`config.mk`:
```
export PLATFORM = sky130hd
export DESIGN_NAME = list_walker
export DESIGN_NICKNAME = d
export VERILOG_FILES = /design/src/rtl/list_walker.sv
export SDC_FILE = /design/constraint.sdc
export NUM_CORES = 1
export LEC_CHECK = 0
export ABC_AREA = 1
export ABC_CLOCK_PERIOD_IN_PS = 4350
export CORE_MARGIN = 3
export CORE_UTILIZATION = 45
export CTS_BUF_LIST = sky130_fd_sc_hd__clkbuf_16
export CTS_CLUSTER_SIZE = 30
export DETAILED_ROUTE_END_ITERATION = 8
export PLACE_DENSITY = 0.68
export SLEW_MARGIN = 20
export SYNTH_ARGS = -nofsm -noshare
export SYNTH_HDL_FRONTEND = slang
export SYNTH_SLANG_ARGS = --single-unit
```
`constraint.sdc`:
```
create_clock -name clk -period 4.35 [get_ports clk]
set_input_delay 0.87 -clock clk [delete_from_list [all_inputs] [get_ports clk]]
set_output_delay 0.87 -clock clk [all_outputs]
set_load 0.02 [all_outputs]
```
`src/rtl/list_walker.sv`:
```
// list_walker: synchronous RAM with a load port plus a pointer-chasing engine.
// A walk starts at start_addr and follows the next pointer held in the low
// ADDR_WIDTH bits of each word until it reads the null pointer (address 0).
// It then reports the node count and the last node address. A walk that
// reaches MAX_STEPS nodes stops with loop_err set, which catches cyclic lists.
//
// Handshake: start is a request that is accepted only in IDLE. Requests made
// while busy or during the done cycle are dropped, not queued. done is a
// single-cycle completion strobe. length, last_addr and loop_err stay valid
// from done until the next accepted start. There is no backpressure.
module list_walker #(
  parameter int DATA_WIDTH = 32,
  parameter int ADDR_WIDTH = 4,
  parameter int MAX_STEPS  = 2**ADDR_WIDTH-1
) (
  input  logic                  clk,
  input  logic                  rst,
  input  logic                  we,
  input  logic [ADDR_WIDTH-1:0] waddr,
  input  logic [DATA_WIDTH-1:0] wdata,
  input  logic                  start,
  input  logic [ADDR_WIDTH-1:0] start_addr,
  output logic                  busy,
  output logic                  done,
  output logic [ADDR_WIDTH-1:0] length,
  output logic [ADDR_WIDTH-1:0] last_addr,
  output logic                  loop_err,
  output logic [1:0]            fsm_state
);

  localparam int DEPTH = 2**ADDR_WIDTH;

  typedef enum logic [1:0] {
    S_IDLE  = 2'd0,
    S_FETCH = 2'd1,
    S_DATA  = 2'd2,
    S_DONE  = 2'd3
  } state_t;

  state_t state, state_nxt;

  logic [DATA_WIDTH-1:0] mem [DEPTH];
  logic [DATA_WIDTH-1:0] rdata;
  logic [ADDR_WIDTH-1:0] cur;
  logic [ADDR_WIDTH-1:0] cnt;
  logic [ADDR_WIDTH-1:0] nxt;
  logic [ADDR_WIDTH:0]   cnt_inc;
  logic                  at_null;
  logic                  at_limit;

  // Only the pointer field of a word matters to the walker.
  logic unused_rdata_hi;
  assign unused_rdata_hi = ^rdata[DATA_WIDTH-1:ADDR_WIDTH];

  // State register.
  always_ff @(posedge clk) begin
    if (rst) state <= S_IDLE;
    else     state <= state_nxt;
  end

  // Next-state logic and the per-node decode of the word just read.
  always_comb begin
    state_nxt = state;
    nxt       = rdata[ADDR_WIDTH-1:0];
    cnt_inc   = {1'b0, cnt} + (ADDR_WIDTH+1)'(1);
    at_null   = (nxt == '0);
    at_limit  = (cnt_inc == (ADDR_WIDTH+1)'(MAX_STEPS));
    case (state)
      S_IDLE:  if (start) state_nxt = (start_addr == '0) ? S_DONE : S_FETCH;
      S_FETCH: state_nxt = S_DATA;
      S_DATA:  state_nxt = (at_null || at_limit) ? S_DONE : S_FETCH;
      S_DONE:  state_nxt = S_IDLE;
      default: state_nxt = S_IDLE;
    endcase
  end

  // RAM. Loads are accepted only in IDLE, so a walk always sees a stable list.
  // A write in the same cycle as start lands before the first fetch.
  always_ff @(posedge clk) begin
    if (we && state == S_IDLE) mem[waddr] <= wdata;
    if (state == S_FETCH)      rdata <= mem[cur];
  end

  // Walk datapath: current node, node counter and the reported results.
  always_ff @(posedge clk) begin
    if (rst) begin
      cur       <= '0;
      cnt       <= '0;
      length    <= '0;
      last_addr <= '0;
      loop_err  <= 1'b0;
    end else begin
      case (state)
        S_IDLE: begin
          if (start) begin
            loop_err <= 1'b0;
            if (start_addr == '0) begin
              length    <= '0;
              last_addr <= '0;
            end else begin
              cur <= start_addr;
              cnt <= '0;
            end
          end
        end
        S_DATA: begin
          cnt <= cnt_inc[ADDR_WIDTH-1:0];
          if (at_null) begin
            length    <= cnt_inc[ADDR_WIDTH-1:0];
            last_addr <= cur;
          end else if (at_limit) begin
            length    <= ADDR_WIDTH'(MAX_STEPS);
            last_addr <= cur;
            loop_err  <= 1'b1;
          end else begin
            cur <= nxt;
          end
        end
        default: ;
      endcase
    end
  end

  assign busy      = (state == S_FETCH) || (state == S_DATA);
  assign done      = (state == S_DONE);
  assign fsm_state = state;

endmodule

```
* Word level (Yosys, flattened, before mapping) *
Memories as Yosys holds them, arrays and structs flattened. A register that Yosys moved wholly into a read port is not among the register bits.
Index checks and enable logic that the tools add are counted.

storage, ports and cells
  register bits = 19
  logic and storage cells = 56
  input bits = 44
  output and inout port bits = 13
  RAM bits = 512
  bits in read-only memories = 0
  memories = 1
  latch bits = 0

cells by class
  magnitude comparators = 0
  divide/modulo/power cells = 0
  $add $sub $neg = 1
  shift operators = 0
  multiplexer cells = 26
  equal/unequal tests = 11
  bitwise operators = 0
  multipliers = 0
  reduce and logical (&&, ||, !) cells = 11

memory list
  name  words  width  rd ports  clocked after memory_dff  write ports  RTL line  RTL
  mem   16     32     1         1                         1            42        logic [DATA_WIDTH-1:0] mem [DEPTH];

operators by type and width
  kind                                                                    number
  4-bit two-way mux                                                       12
  4-bit one-hot mux with 2 select lines                                   4
  2-bit != test (second input constant)                                   5
  4-bit logical NOT                                                       2
  2-bit one-hot mux with 4 select lines                                   1
  4-bit AND reduction                                                     2
  2-bit two-way mux                                                       3
  4-bit by 1-bit adder with 5-bit output (second input constant)          1
  5-bit by 4-bit equality test with 1-bit output (second input constant)  1
  1-bit two-way mux                                                       5
  5-bit AND reduction                                                     1
  2-bit equality test (second input constant)                             2
  3-bit != test (second input constant)                                   1
  3-bit AND reduction                                                     1
  2-bit by 1-bit equality test with 1-bit output (second input constant)  1
  2-bit logical NOT                                                       1
  1-bit logical OR                                                        2
  2-bit by 1-bit != test with 1-bit output (second input constant)        1
  1-bit one-hot mux with 2 select lines                                   1
  2-bit nonzero test                                                      1
  1-bit logical AND                                                       1

* Longest topological paths before layout *
Gate-level depths: netlist of run 1.

  word-level depth = 5
  depth in mapped cells = 11
  depth with buffers taken out = 11

* Worst setup path after synthesis of run 1 *
OpenSTA, ideal clock, no wires.

  path kind = register to output
  start = register state[0] (netlist: fsm_state[0])
  end = output busy
  data arrival time = 982 ps
  data required time = 3480 ps
  stages on the path, launching flop included = 3
  path slack = 2498 ps
  path buffers = 0
  path through = dfxtp_1 > inv_1 > ha_1

on the way
  cells in the longest elaborated chain, start to end = 2
  elaborated cells between the ends (all ways) = 3
  those cells by class = eq/ne: 2; reduce/logical: 1

ends and longest elaborated chain
  item                                                                                          RTL line  RTL
  from (decl)                                                                                   40        state_t state, state_nxt;
  from (signal assigned)                                                                        58        else state <= state_nxt;
  2-bit by 1-bit equality test with 1-bit output / 2-bit equality test (equally long branches)  124       assign busy = (state == S_FETCH) || (state == S_DATA);
  1-bit logical OR (*)                                                                          124
  to (decl)                                                                                     23        output logic busy,

Mark *: on every way between the ends. The rest lies on a longest branch, timed or not.

* Worst setup path in the final report of run 1 *
  start = register state[1] (netlist: fsm_state[1])
  end = output busy

The elaborated chain is that of the path after synthesis.

==> results.md, run 1 <==
- CTS HTree Levels: 3
- Vias per inst: 5.37
- I/O pin total: 57
- EDFF count, synth: 68
- Peak fanout along the critical path: 5
- Critical path launch point type: register
- Measured slew at the worst slew-check pin: 0.899 ns
- Initial antenna violation count: 0
- Largest net degree at the start of global routing: 35
- Tmin final: 2.60 ns
- DR pass1 iterations: 4
- Filler instances: 680
- Worst slack, placed: 1.85 ns
- Die ar.: 0.00955 mm2
- Routed Antenna Nets: 0
- Worst hold stages: 2
- Area grow syn2layout: 17.3%
- Slew Limit Fails: 0
- Port buffer count: 28
- Synth cell count leaders: nor2_1, edfxtp_1, nand2_1, o21ai_0, inv_1
- RSZ-0062 raised after global routing: no
- Routability Congestion: 0.824
- Grt ovf: 0
- First-pass GRT wire length: 12700 um
- Critical Path, Cell by Cell: inv_1, ha_1, clkdlybuf4s50_1
- Endpoint arrival time on the critical path: 1.73 ns
- CP peak stage delay: 0.60 ns
- Post-layout nets: 447
- Area leader, netlist: edfxtp_1
- Power per cell area: 625 mW/mm2
- Detailed router's first-iteration violation count: 202
- Slew headroom: 40.0%
- Ys async rst share: 0%
- Row cnt: 32
- Status: completed
- Clock sink count: 87
- Post-Route Utilization: 56.0%
- Clk pin slew, worst setup/hold paths: 0.06 ns
- Die height: 97.7 um
- Hold path startpoint: last_addr[0]
- Ranking of synthesized cells by area: edfxtp_1, dfxtp_1, nor2_1
- Achievable Freq: 385 MHz
- RR Endpoint: cur[0]
- Total GRT Usage: 16.9%
- Detailed Route WL: 7740 um
- Post-CTS Resized: 0
- Synth Area per Inst: 10.2 um2
- Sequential share of the synthesized area: 64.0%
- Final cell count without fillers: 503
- Reg2reg setup slack: 1.99 ns
- Final Cycle Share: 59.7%
- Vias: 2699
- IR drop worst, VDD: 416 uV
- Drt drc: 0
- Core area: 0.00793 mm2
- Nature of the critical path endpoint: output pin
- Share of cells above drive strength 1: 6.73%
- Hold_buf cts: 0
- Post-DP HPWL: 5170 um
- Top-count cell post-synth: nor2_1
- Final Hold Viols: 0
- Max-Cap Viols: 0
- Placed insts: 487
- Post-CTS Setup Bufs: 0
- Reg2Reg Launch Point: fsm_state[0]
- Average wire per standard cell: 15.4 um
- Share of the synthesized area in the top cell type: 53.9%
- Slowest CP cell: clkdlybuf4s50_1
- Final antenna diode count: 0
- Number of global-route vias before repair: 2623
- Worst min path class: register to register
- Initial Util: 47.8%
- Clock Skews: 0.00435 ns
- Setup ws final: 1.75 ns
- P_leak: 0.00162 uW
- Setup-failing EPs final: 0
- Worst-Skew Late Latency: 0.34 ns
- Yosys cell types: 28
- CP Data Required Time: 3.48 ns
- Clk root buf: clkbuf_16
- WS Path Type: register to output pin
- Syn nets: 422
- CTS Buffer Depth: 2
- Hold WS: 0.467 ns
- Reg2Reg Depth: 10
- CTS Buf Count: 9
- CTS tree: yes
- Die width: 97.7 um
- Cell Area, Synth: 0.00379 mm2
- FF+latch count, synth: 87
- Cells after Synth: 371
- Synth Warn #: 0
- Worst Hold End: last_addr[0]
- TNS Setup: 0 ns
- Top FF cell, synth: edfxtp_1
[through the flow]
stage / instance area, um2 / total power (uW)
after floorplan: 3790 / 1730
after global placement: 4140 / 1990
after detailed placement: 4140 / 2010
after CTS: 4440 / 2800
after global routing: 4440 / 2960
final: 4440 / 2780
[critical path, delay by kind of cell (launching register included)]
family	cells	cell delay, ns
flops	1	0.40
fa+ha+maj	1	0.29
buf+inv	2	0.70
[registers in the layout, summed over array words and instances (netlist names)]
register,cells
cnt,4
cur,4
fsm_state,2
last_addr,4
length,4
loop_err,1
mem,64
rdata,4
[area by class of cell]
class	count	area, um2	share of cell area (%)
inverters	31	116	2.62
flip-flops and latches	87	2420	54.5
multi-input cells	238	1180	26.7
repair buffers	29	288	6.48
well taps	102	128	2.87
clock inverters	7	78.8	1.77
clock buffers	9	225	5.07
[cells in the final DEF (no fill, tap or decap), drive strengths merged]
master         instances
a211oi                 4
a21oi                  9
a31oi                  1
buf                    1
bufinv                 1
clkbuf                 9
clkdlybuf4s50         28
clkinvlp               1
dfxtp                 19
edfxtp                68
ha                     7
inv                   36
nand2                 52
nand3                 22
nand4                  3
nor2                  79
nor3                   1
o211ai                 6
o21ai                 41
o221ai                10
o22ai                  3
[power breakdown]
| group | leakage, uW | internal (uW) | switching, uW |
|---|---|---|---|
| sequential | 0.000771 | 1010 | 94.3 |
| clock | 0.000150 | 453 | 328 |
| combinational | 0.000703 | 321 | 576 |
[routing by layer]
layer | track usage (%) | share of wire (%) | vias up | wire length [um]
li1 | - | - | 1338 | -
met1 | 21.6 | 47 | 1292 | 3620
met2 | 28.1 | 48 | 60 | 3710
met3 | 4.29 | 4.1 | 9 | 315
met4 | 5.86 | 1.1 | 0 | 88
met5 | 0 | 0 | - | 0
[cells by family (layout without fill, tap and decap cells)]
kind of cell	count (synthesis)	in the layout	synth area share, %
AND/OR/NAND/NOR	157	157	17.3
buffers and inverters	46	76	4.76
AO/OA/AOI/OAI	74	74	11.7
adder cells (fa/ha/maj)	7	7	2.31
flip-flops	87	87	64.0
[worst max path at each step]
stage	from	end	slack, ns	cells past startpoint
2_1_floorplan	fsm_state[0]	busy	2.50	2
3_3_place_gp	we	mem[3][2]	1.89	5
3_5_place_dp	we	mem[15][2]	1.85	5
4_1_cts	fsm_state[1]	busy	1.73	3
5_1_grt	fsm_state[1]	busy	1.63	3
6_report	fsm_state[1]	busy	1.75	3
(Power assumes the default switching activity.)
==> run 2: changes to the inputs <==
--- a/config.mk
+++ b/config.mk
@@ -6,13 +6,13 @@
 export NUM_CORES = 1
 export LEC_CHECK = 0
 export ABC_AREA = 1
-export ABC_CLOCK_PERIOD_IN_PS = 4350
+export ABC_CLOCK_PERIOD_IN_PS = 2200
 export CORE_MARGIN = 3
 export CORE_UTILIZATION = 45
 export CTS_BUF_LIST = sky130_fd_sc_hd__clkbuf_16
 export CTS_CLUSTER_SIZE = 30
 export DETAILED_ROUTE_END_ITERATION = 8
-export PLACE_DENSITY = 0.68
+export PLACE_DENSITY = 0.71
 export SLEW_MARGIN = 20
 export SYNTH_ARGS = -nofsm -noshare
 export SYNTH_HDL_FRONTEND = slang
==> constraint.sdc (replaced) <==
create_clock -name clk -period 2.2 [get_ports clk]
set_input_delay 0.44 -clock clk [delete_from_list [all_inputs] [get_ports clk]]
set_output_delay 0.44 -clock clk [all_outputs]
set_load 0.02 [all_outputs]
==> run 2 against run 1 <==
Largest power group unchanged. Count of clock-buffer cells in the layout unchanged. Sequential share of layout area fell by 0.37 points. Register-to-register slack got worse by 1.8 ns. Highest routed layer unchanged. Worst setup slack got worse by 1.5 ns. Critical endpoint is now mem[3][2]. Non-clock buffer count is 5 higher.
==> results.md, run 2 (same netlist as run 1, synthesis figures left out) <==
- Fin area: 0.00447 mm2
- Final Hold Viols: 0
- Grt ovf: 0
- Peak fanout along the critical path: 5
- Setup-failing EPs final: 0
- Net Sw Power: 1950 uW
- Vias per inst: 5.40
- Setup ws final: 0.231 ns
- Die width: 97.7 um
- Total GRT Usage: 16.6%
- Area grow syn2layout: 18.1%
- Max-Cap Viols: 0
- Row cnt: 32
- Reg2Reg Depth: 6
- Slew headroom: 59.5%
- CTS Buf Count: 9
- Die ar.: 0.00955 mm2
- TNS Setup: 0 ns
- Final antenna diode count: 0
- Reg2Reg Launch Point: fsm_state[0]
- Clock Power Share: 27.3%
- Worst min path class: register to register
- M1 GR Usage: 21.5%
- CTS HTree Levels: 3
- Critical path launch point type: register
- Seq pwr share: 38.9%
- Detailed Route WL: 7720 um
- First-pass GRT wire length: 12600 um
- Slew Limit Fails: 0
- Setup crit start: fsm_state[0]
- Routed Antenna Nets: 0
- Clock sink count: 87
- Cell Area, Placed: 0.00418 mm2
- RSZ-0062 raised after global routing: no
- Number of global-route vias before repair: 2657
- Vias: 2739
- Largest register FFs: 64
- DR pass1 iterations: 5
- Met2 Use GR: 27.7%
- Hold_buf cts: 0
- Most common cell on crit path: inv_1
- Commonest non-fill, non-tap cell in the layout: nor2_1
- Post-layout nets: 452
- WS Path Type: register to register
- Worst-Skew Late Latency: 0.33 ns
- P_leak: 0.00165 uW
- IR drop worst, VDD: 460 uV
- Worst slack, placed: 0.158 ns
- Met3 Resource Use GR: 3.50%
- Initial antenna violation count: 0
- Final Cycle Share: 89.5%
- Core area: 0.00793 mm2
- Post-DP HPWL: 5240 um
- Tmin final: 1.97 ns
- Slowest CP cell: nor2_1
- Share of cells above drive strength 1: 7.90%
- CP peak stage delay: 0.38 ns
- Clk pin slew, worst setup/hold paths: 0.06 ns
- GRT busiest layer: met2
- Measured slew at the worst slew-check pin: 0.605 ns
- I/O pin total: 57
- Detailed router's first-iteration violation count: 180
- CP Data Required Time: 2.19 ns
- CTS tree: yes
- Int Pwr: 3530 uW
- Initial Util: 47.8%
- Top reg by flops: mem
- Clock Skews: 0.00456 ns
- Drt drc: 0
- Reg2reg setup slack: 0.23 ns
- Routability Congestion: 0.846
- Nature of the critical path endpoint: register
- Power per cell area: 1220 mW/mm2
- Endpoint arrival time on the critical path: 1.96 ns
- Largest net degree at the start of global routing: 34
- CTS Buffer Depth: 2
- Port buffer count: 28
- RR Endpoint: mem[3][2]
- Status: completed
- Critical Path, Cell by Cell: inv_1, ha_1, nand2_1, inv_1, nand3_1, nor2_1
- Worst setup endpoint: mem[3][2]
- Achievable Freq: 508 MHz
- Die height: 97.7 um
- Average wire per standard cell: 15.2 um
- Comb pwr share: 33.8%
- Sw Ratio: 35.6%
- Most frequent cells in the layout: nor2_1, edfxtp_1, nand2_1
- Clk root buf: clkbuf_16
## run 2: changes by cell type in the layout (fill, tap and decap cells not counted), sizes merged
cell / before / now
clkdlybuf4s50: 28 / 27
buf: 1 / 6
inv: 36 / 34
dlymetal6s2s: 0 / 1
clkinvlp: 1 / 2
## run 2: final cells by class
cell class | instances | area (um2)
clock buffer | 9 | 225
clock inverter | 6 | 68.8
fill | 692 | 3450
inverter | 31 | 116
multi-input combinational | 238 | 1180
sequential | 87 | 2420
tap | 102 | 128
timing repair buffer | 34 | 328
## run 2: how the worst min path moves through the flow
stage	start	endpoint	depth (start not counted)
2_1_floorplan	cnt[3]	cnt[3]	2
3_3_place_gp	length[2]	length[2]	2
3_5_place_dp	last_addr[0]	last_addr[0]	2
4_1_cts	last_addr[1]	last_addr[1]	2
5_1_grt	last_addr[1]	last_addr[1]	2
6_report	last_addr[0]	last_addr[0]	2
## run 2: power groups by stage
stage	Clock, uW	Combinational (uW)	Sequential [uW]
after floorplan	0	1210	2210
after global placement	0	1790	2160
after detailed placement	0	1840	2160
after CTS	1520	1850	2130
after global routing	1580	2060	2160
final	1500	1850	2130
## run 2: layer usage
| metal | vias to the layer above | wire [um] |
|---|---|---|
| li1 | 1347 | - |
| met1 | 1287 | 3340 |
| met2 | 96 | 3800 |
| met3 | 9 | 501 |
| met4 | 0 | 80 |
| met5 | - | 0 |
## run 2: what timing repair did
action / CTS / global route
buffers inserted: 0 / 0
gates resized for setup: 0 / 1
setup endpoints to repair: 0 / 1
## run 2: critical path, delay by kind of cell (launching register included)
kind,cells,cell delay [ns]
adders and majority gates,1,0.29
buffers and inverters,2,0.30
DFF,1,0.34
and+or+nand+nor,3,0.70
## run 2: stage by stage
step                      util (%)  std cells  power (uW)  hold slack (ns)
final                         56.4        507        5480            0.472
after floorplan                  -        371        3430            0.451
after CTS                     56.4        507        5500            0.474
after global routing          56.4        507        5800            0.486
after global placement        52.7        492        3940            0.454
after detailed placement      52.7        492        4000            0.464
==> run 3: changes to the inputs <==
--- a/config.mk
+++ b/config.mk
@@ -13,7 +13,7 @@
 export CTS_CLUSTER_SIZE = 30
 export DETAILED_ROUTE_END_ITERATION = 8
 export PLACE_DENSITY = 0.71
-export SLEW_MARGIN = 20
+export SKIP_LAST_GASP = 1
 export SYNTH_ARGS = -nofsm -noshare
 export SYNTH_HDL_FRONTEND = slang
 export SYNTH_SLANG_ARGS = --single-unit
==> results of run 3 <==
Final layout, timing and power as in run 2 (identical DEF).
